<file path="src/rtl/uart_pkg.sv">
// Shared UART definitions: FSM state encoding, parity selection constants
// and the baud divisor helper used by transmitter and receiver.
package uart_pkg;

    typedef enum logic [2:0] {
        IDLE,
        START,
        DATA,
        PARITY,
        STOP,
        BREAK
    } state_t;

    localparam int PARITY_NONE = 0;
    localparam int PARITY_ODD  = 1;
    localparam int PARITY_EVEN = 2;

    function automatic int bit_period(input int freq, input int baud);
        return freq / baud;
    endfunction

endpackage

</file>
<file path="src/rtl/uart_baud_gen.sv">
// Bit-period counter: tick_out is high on the last cycle of every PERIOD-cycle
// window; clear_in holds the count at zero so a window starts on release.
module uart_baud_gen
    import uart_pkg::*;
#(
    parameter int unsigned PERIOD = 10,
    parameter int unsigned WIDTH  = $clog2(PERIOD + 1)
) (
    input  logic clk_in,
    input  logic rst_in,
    input  logic clear_in,
    output logic tick_out
);

    logic [WIDTH-1:0] count;

    if (PERIOD < 2) begin : g_bad_period
        $error("uart_baud_gen: PERIOD must be >= 2");
    end

    assign tick_out = (count == WIDTH'(PERIOD - 1));

    always_ff @(posedge clk_in) begin
        if (rst_in || clear_in) begin
            count <= '0;
        end else if (tick_out) begin
            count <= '0;
        end else begin
            count <= count + WIDTH'(1);
        end
    end

endmodule

</file>
<file path="src/rtl/uart_tx_framed.sv">
// Framed UART transmitter: DATA_BITS payload LSB first, optional parity,
// 1 or 2 stop bits, one-entry holding register. Define UART_TX_BREAK_EN
// to add the break_in port and line-break generation.
module uart_tx_framed
    import uart_pkg::*;
#(
    parameter int INPUT_CLOCK_FREQ = 100_000_000,
    parameter int BAUD_RATE        = 9600,
    parameter int DATA_BITS        = 8,
    parameter int PARITY           = 0,
    parameter int STOP_BITS        = 1
`ifdef UART_TX_BREAK_EN
    ,
    parameter int BREAK_BITS       = 13
`endif
) (
    input  logic                 clk_in,
    input  logic                 rst_in,
    input  logic [DATA_BITS-1:0] data_in,
    input  logic                 data_valid_in,
`ifdef UART_TX_BREAK_EN
    input  logic                 break_in,
`endif
    output logic                 data_ready_out,
    output logic                 busy_out,
    output logic                 tx_wire_out
);

    localparam int BAUD_BIT_PERIOD = bit_period(INPUT_CLOCK_FREQ, BAUD_RATE);
    localparam int CNT_W           = $clog2(STOP_BITS * BAUD_BIT_PERIOD + 1);
`ifdef UART_TX_BREAK_EN
    localparam int IDX_MAX = (BREAK_BITS > DATA_BITS) ? BREAK_BITS : DATA_BITS;
`else
    localparam int IDX_MAX = DATA_BITS;
`endif
    localparam int IDX_W = $clog2(IDX_MAX + 1);

    if (BAUD_BIT_PERIOD < 2) begin : g_bad_period
        $error("uart_tx_framed: INPUT_CLOCK_FREQ/BAUD_RATE must be >= 2");
    end
    if (DATA_BITS < 5 || DATA_BITS > 9) begin : g_bad_data_bits
        $error("uart_tx_framed: DATA_BITS must be 5..9");
    end
    if (PARITY != PARITY_NONE && PARITY != PARITY_ODD && PARITY != PARITY_EVEN) begin : g_bad_parity
        $error("uart_tx_framed: PARITY must be 0, 1 or 2");
    end
    if (STOP_BITS != 1 && STOP_BITS != 2) begin : g_bad_stop_bits
        $error("uart_tx_framed: STOP_BITS must be 1 or 2");
    end

    state_t               state;
    logic [DATA_BITS-1:0] hold_data;
    logic                 hold_valid;
    logic [DATA_BITS-1:0] shift_reg;
    logic                 parity_bit;
    logic [IDX_W-1:0]     bit_idx;
    logic                 tx_reg;
    logic                 baud_tick;
    logic                 baud_clear;

    function automatic logic frame_parity(input logic [DATA_BITS-1:0] word);
        return (PARITY == PARITY_ODD) ? ~^word : ^word;
    endfunction

    // Counter sits at zero while idle so every frame starts on a full bit period.
    assign baud_clear = (state == IDLE);

    uart_baud_gen #(
        .PERIOD (BAUD_BIT_PERIOD),
        .WIDTH  (CNT_W)
    ) u_baud (
        .clk_in   (clk_in),
        .rst_in   (rst_in),
        .clear_in (baud_clear),
        .tick_out (baud_tick)
    );

    assign data_ready_out = !hold_valid;
    assign busy_out       = (state != IDLE) || hold_valid;
    assign tx_wire_out    = tx_reg;

    always_ff @(posedge clk_in) begin
        if (rst_in) begin
            state      <= IDLE;
            hold_data  <= '0;
            hold_valid <= 1'b0;
            shift_reg  <= '0;
            parity_bit <= 1'b0;
            bit_idx    <= '0;
            tx_reg     <= 1'b1;
        end else begin
            if (data_valid_in && !hold_valid) begin
                hold_data  <= data_in;
                hold_valid <= 1'b1;
            end

            case (state)
                IDLE: begin
`ifdef UART_TX_BREAK_EN
                    if (break_in) begin
                        state   <= BREAK;
                        tx_reg  <= 1'b0;
                        bit_idx <= '0;
                    end else
`endif
                    if (hold_valid) begin
                        shift_reg  <= hold_data;
                        parity_bit <= frame_parity(hold_data);
                        hold_valid <= 1'b0;
                        state      <= START;
                        tx_reg     <= 1'b0;
                    end
                end

                START: begin
                    if (baud_tick) begin
                        state     <= DATA;
                        tx_reg    <= shift_reg[0];
                        shift_reg <= shift_reg >> 1;
                        bit_idx   <= '0;
                    end
                end

                DATA: begin
                    if (baud_tick) begin
                        if (bit_idx == IDX_W'(DATA_BITS - 1)) begin
                            bit_idx <= '0;
                            if (PARITY != PARITY_NONE) begin
                                state  <= uart_pkg::PARITY;
                                tx_reg <= parity_bit;
                            end else begin
                                state  <= STOP;
                                tx_reg <= 1'b1;
                            end
                        end else begin
                            tx_reg    <= shift_reg[0];
                            shift_reg <= shift_reg >> 1;
                            bit_idx   <= bit_idx + IDX_W'(1);
                        end
                    end
                end

                uart_pkg::PARITY: begin
                    if (baud_tick) begin
                        state   <= STOP;
                        tx_reg  <= 1'b1;
                        bit_idx <= '0;
                    end
                end

                STOP: begin
                    if (baud_tick) begin
                        if (bit_idx == IDX_W'(STOP_BITS - 1)) begin
                            // A held word goes straight into its start bit: no idle cycle.
                            if (hold_valid) begin
                                shift_reg  <= hold_data;
                                parity_bit <= frame_parity(hold_data);
                                hold_valid <= 1'b0;
                                state      <= START;
                                tx_reg     <= 1'b0;
                            end else begin
                                state  <= IDLE;
                                tx_reg <= 1'b1;
                            end
                        end else begin
                            bit_idx <= bit_idx + IDX_W'(1);
                        end
                    end
                end

`ifdef UART_TX_BREAK_EN
                BREAK: begin
                    // Low for BREAK_BITS periods, then one high period before IDLE.
                    if (baud_tick) begin
                        if (bit_idx == IDX_W'(BREAK_BITS)) begin
                            state  <= IDLE;
                            tx_reg <= 1'b1;
                        end else begin
                            bit_idx <= bit_idx + IDX_W'(1);
                            if (bit_idx == IDX_W'(BREAK_BITS - 1)) begin
                                tx_reg <= 1'b1;
                            end
                        end
                    end
                end
`endif

                default: begin
                    state  <= IDLE;
                    tx_reg <= 1'b1;
                end
            endcase
        end
    end

endmodule

</file>
<file path="config.mk">
export PLATFORM = sky130hd
export DESIGN_NAME = uart_tx_framed
export DESIGN_NICKNAME = d
export VERILOG_FILES = /design/src/rtl/uart_pkg.sv /design/src/rtl/uart_baud_gen.sv /design/src/rtl/uart_tx_framed.sv
export SDC_FILE = /design/constraint.sdc
export NUM_CORES = 1
export LEC_CHECK = 0
export CAP_MARGIN = 20
export CORE_ASPECT_RATIO = 0.75
export CORE_MARGIN = 3
export CORE_UTILIZATION = 50
export DETAILED_ROUTE_END_ITERATION = 10
export PLACE_DENSITY = 0.72
export SLEW_MARGIN = 20
export SYNTH_ARGS = -nofsm -noshare
export SYNTH_HDL_FRONTEND = slang
export SYNTH_SLANG_ARGS = --single-unit
</file>
<file path="constraint.sdc">
create_clock -name clk_in -period 1.8 [get_ports clk_in]
set_input_delay 0.54 -clock clk_in [delete_from_list [all_inputs] [get_ports clk_in]]
set_output_delay 0.54 -clock clk_in [all_outputs]
set_load 0.005 [all_outputs]
</file>
After elaboration in Yosys (flattened, before gate mapping). Cells that the tools add are included.

Bits in registers: 39. Input bits: 11. Word-level logic and storage cells: 76.

$add $sub $neg: 2. Equality and inequality tests: 16. Muxes and demuxes: 36. Reductions and logical operators: 15.

Operators by type and width (number): 8-bit two-way mux (6); 8-bit case mux with 4 select lines (1); 3-bit two-way mux (7); 4-bit two-way mux (5); 2-bit != test, second input constant (9); 3-bit case mux with 5 select lines (1); 14-bit by 1-bit adder with 14-bit output, second input constant (1); 14-bit equality test, second input constant (1); 1-bit two-way mux (13); 4-bit case mux with 3 select lines (1); 6-bit AND reduction (2); 7-bit AND reduction (1); 3-bit by 2-bit equality test with 1-bit output, second input constant (2); 3-bit nonzero test (2); 1-bit case mux with 5 select lines (1); 5-bit AND reduction (1); 4-bit by 1-bit adder with 4-bit output, second input constant (1); 4-bit by 3-bit equality test with 1-bit output, second input constant (1); 4-bit zero test (1); 4-bit nonzero test (1); 2-bit OR reduction (2); 3-bit by 1-bit equality test with 1-bit output, second input constant (1); 3-bit equality test, second input constant (1); 3-bit zero test (1); 5 further kinds (6).

Depth between registers and ports, before layout. Gate-level depths: netlist (run 1).

Depth in word-level cells: 7. Mapped depth: 8. Mapped depth without buffers: 7.

By module. From an unflattened synthesis (run 1), not the netlist that was laid out.

Cell total of the unflattened synthesis: 237. Area total of the unflattened synthesis: 2001.9 µm².

Modules (own cells, without submodules): uart_tx_framed (instances 1, cells an instance 167, area each 1382.6 µm²); uart_baud_gen (instances 1, cells an instance 70, area each 619.3 µm²).

Least setup slack after synthesis (run 1). OpenSTA, ideal clock, no wires.

Path kind: reg2reg. From: register u_baud.count[0]. To: register state[0]. Setup time: 70 ps. Arrival: 1778 ps. Data required time: 1730 ps. Slack: -49 ps. Stages on the path, launching flop included: 8. Buffers on the path: 1. Period minus slack after synthesis: 1849 ps. Path through: dfxtp_1 -> ha_1 -> and3_1 -> clkbuf_2 -> nand4_4 -> a311o_1 -> or3_1 -> a21oi_1.

Longest elaborated chain between the ends: 3.

Ends and longest elaborated chain: start, declared (line uart_baud_gen.sv:15) `logic [WIDTH-1:0] count;`; start signal, assigned (line uart_baud_gen.sv:29) `count <= count + WIDTH'(1);`; 14-bit equality test (*) (line uart_baud_gen.sv:21) `assign tick_out = (count == WIDTH'(PERIOD - 1));`; 2-bit != test (no source line); 7-bit AND reduction (no source line) (*); end signal, assigned (line uart_tx_framed.sv:129) `state <= uart_pkg::PARITY;`; end, declared (line uart_tx_framed.sv:51) `state_t state;`.

Mark *: on every way between the ends. The rest lies on a longest branch, timed or not. A chain may end at the register's enable or synchronous reset.

Worst setup path after layout (run 1).
From: register bit_idx[0]. To: register shift_reg[6].

Longest elaborated chain between the ends: 3.

Ends and longest elaborated chain: start, declared (line uart_tx_framed.sv:56) `logic [IDX_W-1:0] bit_idx;`; start signal, assigned (line uart_tx_framed.sv:138) `bit_idx <= bit_idx + IDX_W'(1);`; start signal, assigned (line uart_tx_framed.sv:166) `bit_idx <= bit_idx + IDX_W'(1);`; 4-bit by 3-bit equality test with 1-bit output / 4-bit zero test (equally long branches) (line uart_tx_framed.sv:126, uart_tx_framed.sv:153); 2-bit != test (no source line); 6-bit AND reduction (no source line) (*); end signal, assigned (line uart_tx_framed.sv:119) `shift_reg <= shift_reg >> 1;`; end signal, assigned (line uart_tx_framed.sv:137) `shift_reg <= shift_reg >> 1;`; end signal, assigned (line uart_tx_framed.sv:156) `shift_reg <= hold_data;`; end, declared (line uart_tx_framed.sv:54) `logic [DATA_BITS-1:0] shift_reg;`.

Marks and branches as above.

==> results of run 1 <==
-- per-layer routing --
layer	wire length [um]	GRT usage
met5	0	0
met4	89	0.119
met3	250	0.0623
met2	2260	0.339
met1	2430	0.303
-- area by class of cell --
class,instances,area (um2),share of cell area
inverter,5,18.8,0.00708
tap,50,62.6,0.0236
clock inverter,1,5.00,0.00189
timing repair buffer,53,432,0.163
multi-input combinational,169,1260,0.475
sequential,39,793,0.299
clock buffer,6,82.6,0.0311
-- logic make-up after synthesis --
group	after synthesis
DFF	39
xor gates and xnor gates	13
and+or+nand+nor	99
muxes	9
AOI/OAI and AO/OA	43
buffers and inverters	16
adders and majority gates	3
-- worst max path at each step --
| stage | start | to |
|---|---|---|
| after floorplan | bit_idx[0] | shift_reg[5] |
| after CTS | bit_idx[0] | shift_reg[5] |
| after detailed placement | bit_idx[0] | shift_reg[5] |
| final | bit_idx[0] | shift_reg[6] |
| after global placement | bit_idx[0] | state[0] |
| after global routing | bit_idx[0] | shift_reg[6] |
-- worst reg2reg max path: cells and delay by family (launching register included) --
| kind | cells | cell delay, ns |
|---|---|---|
| AO/OA/AOI/OAI | 1 | 0.13 |
| adder cells (fa/ha/maj) | 1 | 0.19 |
| buffers and inverters | 1 | 0.13 |
| flip-flops | 1 | 0.35 |
| AND/OR/NAND/NOR | 4 | 1.04 |
-- timing repair --
action | CTS | global route
buffers inserted | 6 | 1
pin swaps | 6 | 26
cloned | 1 | 1
setup endpoints to repair | 16 | 17
resized for setup | 26 | 35
-- through the flow --
stage               worst slack [ns]  hold slack, ns  TNS (ns)  utilization  area (um2)
detailed placement            -0.151           0.447     -1.37        0.661        2290
floorplan                     0.0172           0.418         0            -        1910
global placement             -0.0304           0.442    -0.262        0.661        2290
finish                       -0.0993           0.461    -0.649        0.765        2650
global route                  -0.163           0.493     -1.74        0.765        2650
CTS                          -0.0485           0.457    -0.358        0.729        2530
-- report_power, final --
group | internal [mW] | leakage (nW) | switching [mW] | total, mW
Combinational | 0.519 | 0.604 | 0.591 | 1.11
Clock | 0.300 | 0.0470 | 0.300 | 0.600
Sequential | 0.935 | 0.320 | 0.0514 | 0.987
Total | 1.75 | 0.971 | 0.942 | 2.70
-- synthesized netlist by cell type (2+ instances only) --
| cell type | number | area [um2] |
|---|---|---|
| sky130_fd_sc_hd__dfxtp_1 | 39 | 781 |
| sky130_fd_sc_hd__nand2_1 | 24 | 90.1 |
| sky130_fd_sc_hd__a21oi_1 | 23 | 115 |
| sky130_fd_sc_hd__nor2_1 | 23 | 86.3 |
| sky130_fd_sc_hd__o21ai_0 | 13 | 65.1 |
| sky130_fd_sc_hd__or3_1 | 9 | 56.3 |
| sky130_fd_sc_hd__mux2i_1 | 8 | 80.1 |
| sky130_fd_sc_hd__nand3_1 | 8 | 40.0 |
| sky130_fd_sc_hd__xor2_1 | 8 | 70.1 |
| sky130_fd_sc_hd__clkbuf_1 | 6 | 22.5 |
| sky130_fd_sc_hd__inv_1 | 5 | 18.8 |
| sky130_fd_sc_hd__xnor2_1 | 5 | 43.8 |
| sky130_fd_sc_hd__and3_1 | 3 | 18.8 |
| sky130_fd_sc_hd__ha_1 | 3 | 37.5 |
| sky130_fd_sc_hd__nand4_1 | 3 | 18.8 |
| sky130_fd_sc_hd__nor2b_1 | 3 | 18.8 |
| sky130_fd_sc_hd__nor3_1 | 3 | 15.0 |
| sky130_fd_sc_hd__nor3b_1 | 3 | 22.5 |
| sky130_fd_sc_hd__and2b_1 | 2 | 15.0 |
| sky130_fd_sc_hd__and4_1 | 2 | 17.5 |
| sky130_fd_sc_hd__and4bb_2 | 2 | 25.0 |
| sky130_fd_sc_hd__buf_4 | 2 | 15.0 |
| sky130_fd_sc_hd__clkbuf_2 | 2 | 10.0 |
==> flow_results.org, run 1 <==
** Setup path
- In this run the critical register-to-register path is captured at shift_reg[6].
- Worst setup EP type :: register
- Data arrival at the endpoint of the critical path :: 2.13 ns
- Cell count of the worst reg-to-reg path :: 7
- STA classifies the critical path startpoint as a register.
- Worst path bufs/invs :: 1
- In this run the critical register-to-register path is launched from bit_idx[0].
- Grouping stages by cell kind, the critical path spends the most delay in simple AND/OR/NAND/NOR gates.
- Type of the worst setup path :: register to register
- Critical path peak fanout :: 8
- Among all stages on the critical path, the largest delay is contributed by sky130_fd_sc_hd__or3_4.
- Critical Path Max Stage Delay :: 0.39 ns
- In this run the number of cells on the critical path is 7.
- Walking the worst path, the cells encountered are buf_4, ha_2, and3b_2, nor3b_4, nor3_4, or3_4, a21oi_2.
- Worst-case register-to-register setup slack :: -0.1 ns
- Data required, critical path :: 2.03 ns

** Logic synthesis
- Count of mapped cells out of synthesis :: 222
- Post-Synth Simple-Gate Area :: 0.295
- Yosys mapped the design onto 46 distinct sky130hd cell types.
- The portion of synthesized area spent on multiplexers is 0.0479.
- Of the total synthesized cell area, the portion taken by XOR and XNOR cells is 0.0597.
- The number of nets in the synthesized netlist is 236.
- Number of synthesized flops with an enable pin :: 0
- Number of storage elements in the synthesis netlist :: 39
- Syn Area/Cell :: 8.59 um2
- Post-synthesis compound-gate area fraction :: 0.128
- After synthesis, the share of flip-flops with an asynchronous set or reset is 0.
- By area, the combinational part of the netlist is dominated by simple AND/OR/NAND/NOR gates.
- During synthesis, Yosys emitted a total of 0 warnings.
- Of the total synthesized cell area, the portion taken by full adders, half adders and majority gates is 0.0197.
- In the synthesized netlist the dominant register cell turns out to be sky130_fd_sc_hd__dfxtp_1.
- Cell area after synthesis :: 1910 um2
- Proportion of synthesized chip area in sequential cells :: 0.409

** Timing
- The worst pin sits at a relative slew slack of 0.674.
- Setup repair after global routing could not meet its margin everywhere.
- Transition time at the pin with the least slew margin :: 0.487 ns
- Max-slew violation total from the final report :: 0
- Number of setup violations in the final report :: 14
- Hold Violations, Final :: 0
- Largest clock skew in the final design :: 0.00861 ns
- Timing would allow up to 527 MHz.
- Post-route fraction of the period consumed by the critical path :: 1.06
- Final period demand of the worst path :: 1.90 ns
- In the post-route analysis, the smallest setup slack over all paths is -0.0993 ns.

** Clock tree
- Clock-pin slew was measured on the worst setup and hold paths at 0.07 ns.
- Total of hold buffers inserted after clock tree synthesis :: 0
- Root cell of the clock tree :: sky130_fd_sc_hd__clkbuf_8
- CTS sink cnt :: 39
- TritonCTS buffer count :: 5
- The H-tree generated during clock tree synthesis spans 2 levels.
- Clock insertion delay at the later pin of the skew report :: 0.30 ns
- The clock passes through at most 2 buffers.
- CTS tree :: done

** Hold path
- The worst hold path was traced through 2 stages.
- The startpoint identified for the worst hold timing path is hold_data[6].
- Min-delay worst type :: register to register
- For hold timing, the worst endpoint is hold_data[6].

** Finish
- Number of flip-flops in the largest register :: 14
- The area growth from synthesis to layout is 39.0%.
- Fraction of final layout cells sized beyond drive strength 1 :: 0.348
- Commonest non-fill, non-tap cell in the layout :: sky130_fd_sc_hd__buf_4
- The layout has 249 filler cells.
- Non-filler cells, final :: 323
- Number of diodes added for antenna fixing :: 0
- In the final design database the tool counted 287 nets.
- Leaving out fill and tap cells, the most frequent cells in the layout are sky130_fd_sc_hd__buf_4, sky130_fd_sc_hd__dfxtp_1, sky130_fd_sc_hd__nand2_1, sky130_fd_sc_hd__nor2_1, sky130_fd_sc_hd__a21oi_1.

** GRT
- Antenna violations before repair :: 0
- Maximum number of pins on one net before global-route repair :: 16
- For this run, the total global-route usage over all layers was measured as 0.228.
- The first global-routing pass estimated 8.01 mm of wire.
- The via count of the first global-routing pass is 1,695.
- Summed over all layers, the global routing overflow is 0.

** Drt
- DR WL/cell :: 15.6 um
- Ratio of routed vias to standard cells :: 5.62
- Final WL :: 5.03 mm
- After detailed routing, the number of remaining DRC violations is 0.
- The first detailed-routing pass took 4 iterations.
- In this run the remaining antenna-violating nets after routing total 0.
- The first routing iteration left 114 violations.
- Via count :: 1,814

** Place
- Once placement completed, the tool counted placed cells totaling 307.
- Once detailed placement completed, the half-perimeter wirelength came to 2.99 mm.
- Number of input and output port buffers inserted :: 13
- The congestion estimate from routability-driven global placement came to 0.828.

** Die
- The floorplan step defined a core boundary enclosing 3470 um2.
- Horizontal die dimension :: 77.3 um
- For this configuration, the core starts out at a cell density of 0.550.
- Total Die Area :: 4600 um2
- Boundary Pins :: 14
- Row count :: 18
- In this run the vertical extent of the chip is 59.5 um.

** Status
- Result of the run :: finished with violations
- The checks that failed: setup timing.

** Power and ir drop
- Power density over the cells :: 1020 nW/um2
- Peak supply drop :: 631 uV
- Total design power :: 2.70 mW
- Leakage power :: 0.971 nW

** Run
- Max-cap viol count :: 0
Note: power is estimated with default switching activity, not from simulation.
==> inputs of run 2 (changes only) <==
- PLACE_DENSITY: 0.72 -> 0.7
- clock period: 1.8 -> 2 ns (I/O delays scaled with it)
==> run 2 against run 1 <==
  * The flow now finishes without violations
  * Non-clock buffer count shrank 25
  * Setup slack improved by 0.18 ns
  * Global-route usage fell by 3.2 points
  * Critical path depth did not move
  * Sequential share of layout area up 4.0 points
  * Via count down 8.3%
  * Cell count down 8.0%
  * Final area fell by 12%
  * Power fell by 19%
  * Combinational power is 35% lower
  * Sequential power fell by 11%
==> flow_results.org, run 2 (same netlist as run 1, synthesis figures left out) <==
** Status
- The run finished with clean final reports.

** Drt
- Count of routing violations after the opening detailed-route iteration :: 117 (+2.6%)
- DR WL/cell :: 14.5 um (-6.9%)
- In this run the top signal layer used is met4.
- The length of routed met3 wiring came to 160 um (-36%).
- Via count :: 1,663 (-8.3%)
- The number of detailed-routing iterations run before antenna repair was 4 (unchanged).
- The detailed route wirelength on metal2 came to 1.94 mm (-14%).
- The sum of routed wire segments on met1 was 2.14 mm (-12%).
- The residual antenna-violating net count after detailed routing was 0 (unchanged).
- Final WL :: 4.30 mm (-14%)
- Ratio of routed vias to standard cells :: 5.60 (-0.30%)
- The number of design rule violations left after detail routing was 0 (unchanged).

** Setup path
- The critical path in this run is classified as register to register.
- The most critical setup path has its startpoint at bit_idx[0].
- The critical-path maximum fanout is 8 (unchanged).
- Crit path cell chain :: inv_1, ha_1, nor3b_2, and2b_2, o2111ai_4, or4b_4, a21oi_2
- Worst path bufs/invs :: 1 (unchanged)
- Startpoint Class :: register
- Broken down by cell family, the worst path's largest delay share belongs to simple AND/OR/NAND/NOR gates.
- Worst setup EP type :: register
- Data arrival at the endpoint of the critical path :: 2.14 ns (about the same)
- Data required, critical path :: 2.23 ns (+0.20 ns)
- The startpoint identified for the worst register-to-register timing path is bit_idx[0].
- Critical path's slowest cell :: sky130_fd_sc_hd__or4b_4
- The maximum cell stage delay along the critical path was 0.56 ns (+0.17 ns).

** Die
- Row count :: 18 (unchanged)
- The count of boundary I/O pins was 14 (unchanged).
- Area of the core :: 3470 um2 (unchanged)
- The overall die height is 59.5 um (unchanged).
- Initial Utilization :: 0.550 (unchanged)
- The die boundary width was 77.3 um (unchanged).
- Total Die Area :: 4600 um2 (unchanged)

** Clock tree
- The number of levels the H-tree was split into was 2 (unchanged).
- The clock-pin slew on the worst setup and hold paths was 0.07 ns (about the same).
- TritonCTS built the clock tree.
- The insertion delay of the later-clocked pin in the worst-skew pair is 0.29 ns (about the same).
- The number of sinks driven by the clock tree was 39 (unchanged).
- The total CTS buffers was 5 (unchanged).
- The tree is rooted in a sky130_fd_sc_hd__clkbuf_8.
- Total of hold buffers inserted after clock tree synthesis :: 0 (unchanged)
- The maximum count of clock buffers along a single path was 2 (unchanged).

** Finish
- The library cell used most frequently in the layout, excluding fill and tap cells, is sky130_fd_sc_hd__dfxtp_1.
- From synthesis to final layout, the design area changed by 22.8%.
- In the layout the commonest cells are sky130_fd_sc_hd__dfxtp_1, sky130_fd_sc_hd__nand2_1, sky130_fd_sc_hd__nor2_1, sky130_fd_sc_hd__a21oi_1, sky130_fd_sc_hd__buf_4.
- Fillcell total :: 299 (+20%)
- The sequential cell area came to 793 um2 (unchanged).
- The flip-flop count of the largest register after layout was 14 (unchanged).
- The final non-filler cell area was 2340 um2 (-12%).
- The antenna cell count is 0 (unchanged).
- The share of layout cells above drive strength 1 was 0.186 (-0.162).
- The total area of multi-input combinational cells came to 1120 um2 (-11%).
- The final net count was 260 (-9.4%).

** Power and ir drop
- Switching portion of total power :: 0.334 (-0.0156)
- Internal cell power :: 1.46 mW (-17%)
- The portion of total power attributed to sequential cells was 0.403 (+0.037).
- The clock network fraction of design power is 0.267 (+0.044).
- Leakage power :: 0.830 nW (-15%)
- The power density over the cells is 934 nW/um2 (-8.1%).
- The relative contribution of combinational cells to total power was 0.330 (-0.082).
- Peak supply drop :: 552 uV (-12%)
- The net switching power was 730 uW (-23%).

** GRT
- The overall overflow remaining after global route came to 0 (unchanged).
- Vias in the first global route :: 1,533 (-9.6%)
- Wire length of the first global-routing pass :: 7.07 mm (-12%)
- The maximum number of pins on one net before global-route repair was 19 (+3).
- Total Routing Usage GR :: 0.195 (-0.0322)
- Antenna violations before repair :: 0 (unchanged)

** Timing
- The count of final setup violators was 0 (-14).
- Largest clock skew in the final design :: 0.00319 ns (-0.00542 ns)
- The maximum operating frequency was 522 MHz (-0.81%).
- The worst relative slew slack was 0.686 (+0.0126).
- Final period demand of the worst path :: 1.91 ns (+0.0154 ns)
- The total negative slack is 0 ns (+0.649 ns).
- The slew of the pin with the lowest slew margin came to 0.467 ns (-0.0199 ns).
- The total count of hold-check failures in the final report was 0 (unchanged).
- Max-slew violation total from the final report :: 0 (unchanged)
- Post-route fraction of the period consumed by the critical path :: 0.957 (-0.0978)

** Hold path
- The path class of the tightest hold or removal check is register to register.
- In this run the most critical hold path is launched from hold_data[3].

** Place
- Area after detailed placement :: 2140 um2 (-6.6%)
- Global placer's final weighted congestion :: 0.805 (-2.8%)
- The detailed-placement wirelength estimate is 2.97 mm (-0.89%).
- Number of input and output port buffers inserted :: 13 (unchanged)

** Run
- Max-cap viol count :: 0 (unchanged)
-- run 2: cell count changes in the layout (fill, tap and decap cells not counted), moves of 3 or more --
cell                      delta
sky130_fd_sc_hd__buf_4      -23
sky130_fd_sc_hd__o21ai_0     +8
sky130_fd_sc_hd__o21ai_1     -7
sky130_fd_sc_hd__dfxtp_2     -6
sky130_fd_sc_hd__a21oi_1     +5
sky130_fd_sc_hd__a21oi_2     -4
sky130_fd_sc_hd__dfxtp_1     +4
sky130_fd_sc_hd__ha_1        +3
-- run 2: routing by layer --
layer | GRT usage | vias up
met5 | 0 | -
met4 | 0.0838 | 0
met3 | 0.0441 | 6
met2 | 0.293 | 33
met1 | 0.272 | 793
li1 | - | 831
-- run 2: final cells by class --
type                            count  share of cell area
Clock buffer                        7              0.0411
Clock inverter                      1             0.00321
Multi-Input combinational cell    167               0.479
Sequential cell                    39               0.339
Inverter                            5             0.00801
Timing Repair Buffer               28               0.103
Tap cell                           50              0.0267
-- run 2: per-stage QoR --
step / setup slack (ns) / util / instances / hold WS [ns] / power [mW]
after floorplan: 0.151 / - / 222 / 0.418 / 1.35
after global placement: 0.0934 / 0.617 / 287 / 0.435 / 1.53
after detailed placement: -0.00128 / 0.617 / 287 / 0.445 / 1.55
after CTS: 0.00208 / 0.655 / 295 / 0.461 / 2.16
after global routing: -0.0104 / 0.675 / 297 / 0.490 / 2.31
final: 0.0853 / 0.675 / 297 / 0.462 / 2.19
-- run 2: worst reg2reg max path, cell delays in order (launching register included) --
cell and delay [ns]:
sky130_fd_sc_hd__dfxtp_4 0.36, sky130_fd_sc_hd__inv_1 0.04, sky130_fd_sc_hd__ha_1 0.18, sky130_fd_sc_hd__nor3b_2 0.16, sky130_fd_sc_hd__and2b_2 0.27, sky130_fd_sc_hd__o2111ai_4 0.17
sky130_fd_sc_hd__or4b_4 0.56, sky130_fd_sc_hd__a21oi_2 0.11
-- run 2: final timing paths --
path | endpoint | slack [ns] | cells past startpoint
worst max register to register | bit_idx[2] | 0.09 | 7
worst max-delay path | bit_idx[2] | 0.09 | 7
worst min-delay path | hold_data[3] | 0.46 | 2
worst min register to register | hold_data[3] | 0.46 | 2
-- run 2: power groups by stage --
| stage | clock (mW) | sequential [mW] | combinational [mW] |
|---|---|---|---|
| global placement | 0 | 0.890 | 0.640 |
| floorplan | 0 | 0.880 | 0.470 |
| finish | 0.584 | 0.881 | 0.723 |
| CTS | 0.601 | 0.879 | 0.676 |
| detailed placement | 0 | 0.890 | 0.663 |
| global route | 0.635 | 0.885 | 0.793 |
-- run 2: repair_timing --
item                       in CTS  in global routing
setup endpoints to repair       2                 13
buffers inserted                0                  2
pin swaps                       1                  5
gates resized for setup         7                 14
==> inputs of run 3 (changes only) <==
- PLACE_DENSITY: 0.7 -> 0.72
- clock period: 2 -> 1.75 ns (I/O delays scaled with it)
==> run 3 against run 2 <==
  * The flow now finishes with violations (setup timing)
  * Global-route usage increased by 2.6 points
  * Critical path depth is the same
  * Routed wire length increased by 21%
  * Core utilization up 11 points
  * Combinational power rose by 73%
  * Non-clock buffer count up 37
  * Die area stayed put
  * Hold slack better by 0.0015 ns
  * Register-to-register slack worse by 0.32 ns
  * Cell count increased by 12%
  * Clock power is 13% higher
  * Largest power group is now combinational cells
==> flow_results.org, run 3 (same netlist as run 1, synthesis figures left out) <==
** Status
- The flow ran to the end, but the final reports show violations.
- The final reports fail on setup timing.

** Place
- The count of buffers inserted at the top-level ports came to 13 (unchanged).
- DP HPWL :: 2.91 mm (-1.8%)
- Total instance count after detailed placement :: 312 (+8.7%)
- Worst setup slack after placement :: -0.173 ns (-0.172 ns)
- The global placer's final weighted congestion came to 0.837 (+4.1%).

** Timing
- The maximum operating frequency was 505 MHz (-3.3%).
- Worst Hold Margin :: 0.463 ns (+0.00151 ns)
- Worst slew margin relative to its limit :: 0.709 (+0.0230)
- Transition time at the pin with the least slew margin :: 0.433 ns (-0.0342 ns)
- Largest clock skew in the final design :: 0.00856 ns (+0.00536 ns)
- The total count of hold-check failures in the final report is 0 (unchanged).
- Setup repair after global routing could not meet its margin everywhere.
- Post-route fraction of the period consumed by the critical path :: 1.13 (+0.174)
- The count of final setup violators was 17 (+17).
- The clock period minus final worst setup slack was 1.98 ns (+0.0660 ns).
- The smallest setup slack after layout came to -0.231 ns (-0.316 ns).
- Max-slew violation total from the final report :: 0 (unchanged)

** Finish
- Number of diodes added for antenna fixing :: 0 (unchanged)
- The final net count is 297 (+14%).
- Non-filler cells, final :: 334 (+12%)
- The sequential cell area came to 788 um2 (-0.63%).
- Multi-input combinational cell area :: 1220 um2 (+8.5%)
- The final-layout fill cell count came to 245 (-18%).
- The share of layout cells above drive strength 1 is 0.373 (+0.187).
- Layout Area Growth over Synthesis :: 42.9%
- Most used cells in the layout excluding fill and tap cells :: sky130_fd_sc_hd__buf_4, sky130_fd_sc_hd__dfxtp_1, sky130_fd_sc_hd__nor2_1, sky130_fd_sc_hd__nand2_1, sky130_fd_sc_hd__a21oi_1
- The flip-flop count of the largest register after layout came to 14 (unchanged).
- The library cell used most frequently in the layout, excluding fill and tap cells, is sky130_fd_sc_hd__buf_4.

** Die
- Row count :: 18 (unchanged)
- Area of the core :: 3470 um2 (unchanged)
- The initial core utilization came to 0.550 (unchanged).
- Boundary Pins :: 14 (unchanged)
- The overall die height came to 59.5 um (unchanged).
- The die boundary width was 77.3 um (unchanged).
- Total Die Area :: 4600 um2 (unchanged)

** Drt
- Sum of met3 wire segment lengths after detailed routing :: 377 um (+140%)
- The residual antenna-violating net count after detailed routing was 0 (unchanged).
- Final WL :: 5.18 mm (+21%)
- First drt pass iteration count :: 4 (unchanged)
- Drc violations :: 0 (unchanged)
- Count of routing violations after the opening detailed-route iteration :: 171 (+46%)
- Met1 WL :: 2.42 mm (+13%)
- WL met2 :: 2.32 mm (+20%)
- The via count of the routed design was 1,874 (+13%).
- DR WL/cell :: 15.5 um (+7.2%)
- Top layer reached by signal wires :: met4
- Ratio of routed vias to standard cells :: 5.61 (+0.20%)

** Clock tree
- CTS sink cnt :: 39 (unchanged)
- The maximum count of clock buffers along a single path came to 2 (unchanged).
- TritonCTS built the clock tree.
- Worst-path clk slew :: 0.08 ns (about the same)
- The tree is rooted in a sky130_fd_sc_hd__clkbuf_8.
- The number of levels the H-tree was split into is 2 (unchanged).
- The total CTS buffers was 5 (unchanged).
- The insertion delay of the later-clocked pin in the worst-skew pair was 0.29 ns (about the same).

** Setup path
- Worst setup EP type :: register
- Type of the worst setup path :: register to register
- Startpoint Class :: register
- The data required time at the worst endpoint is 1.97 ns (-0.26 ns).
- Critical path peak fanout :: 8 (unchanged)
- Data arrival at the endpoint of the critical path :: 2.20 ns (+0.06 ns)

** Run
- Max-cap viol count :: 0 (unchanged)

** Power and ir drop
- The power density over the cells is 1070 nW/um2 (+14%).
- Peak supply drop :: 750 uV (+36%)
- The total leakage power was 1.01 nW (+22%).

** GRT
- The wire length of the first global-routing pass is 7.94 mm (+12%).
- The all-layer global routing usage came to 0.221 (+0.0257).
- The number of antenna violations at the first check in global routing is 0 (unchanged).
- Maximum number of pins on one net before global-route repair :: 18 (-1)
- Sum of overflow across all layers after global routing :: 0 (unchanged)
- The via count of the first global-routing pass was 1,669 (+8.9%).

** Hold path
- The tightest min-delay check is of the register to register type.
==> run 3: area by class of cell <==
type,count,area share
Multi-Input combinational cell,167,0.447
Sequential cell,39,0.289
Timing Repair Buffer,65,0.198
Clock buffer,6,0.0303
Tap cell,50,0.0229
Inverter,5,0.00688
Clock inverter,2,0.00597
==> run 3: critical path: stages (launching register included) <==
cell                      delay (ns)
sky130_fd_sc_hd__dfxtp_2        0.33
sky130_fd_sc_hd__buf_4          0.16
sky130_fd_sc_hd__ha_4           0.16
sky130_fd_sc_hd__and3b_2        0.25
sky130_fd_sc_hd__nor3b_4        0.30
sky130_fd_sc_hd__nor3_4         0.12
sky130_fd_sc_hd__or3_1          0.41
sky130_fd_sc_hd__a21oi_2        0.16
==> run 3: timing repair <==
| item | CTS | global route |
|---|---|---|
| pin swaps | 22 | 8 |
| setup buffers | 9 | 5 |
| endpoints found under the setup margin | 16 | 17 |
| resized for setup | 38 | 24 |
| hold buffers | 0 | 0 |
==> run 3: metal layers <==
layer	track usage	up-vias
met4	0.0635	0
met2	0.354	71
met1	0.294	891
li1	-	902
met3	0.0623	10
met5	0	-
==> run 3: power breakdown <==
| part | internal [mW] | switching (mW) | leakage (nW) |
|---|---|---|---|
| Clock | 0.322 | 0.338 | 0.0474 |
| Combinational | 0.606 | 0.644 | 0.648 |
| Sequential | 0.956 | 0.0470 | 0.319 |
==> run 3: final timing paths <==
| path | start | slack, ns | cells after the start | endpoint |
|---|---|---|---|---|
| setup / recovery | bit_idx[0] | -0.23 | 7 | shift_reg[4] |
| hold / removal | shift_reg[7] | 0.46 | 2 | shift_reg[7] |
| setup reg to reg | bit_idx[0] | -0.23 | 7 | shift_reg[4] |
| hold reg to reg | shift_reg[7] | 0.46 | 2 | shift_reg[7] |
==> run 3: per-stage QoR <==
step            util  total power, mW  area, um2  setup TNS (ns)
6_report       0.786             2.91       2730           -2.08
5_1_grt        0.786             3.02       2730           -3.15
4_1_cts        0.749             2.76       2600          -0.697
3_5_place_dp   0.673             1.86       2330           -1.69
3_3_place_gp   0.673             1.84       2330          -0.767
2_1_floorplan      -             1.55       1920         -0.0401
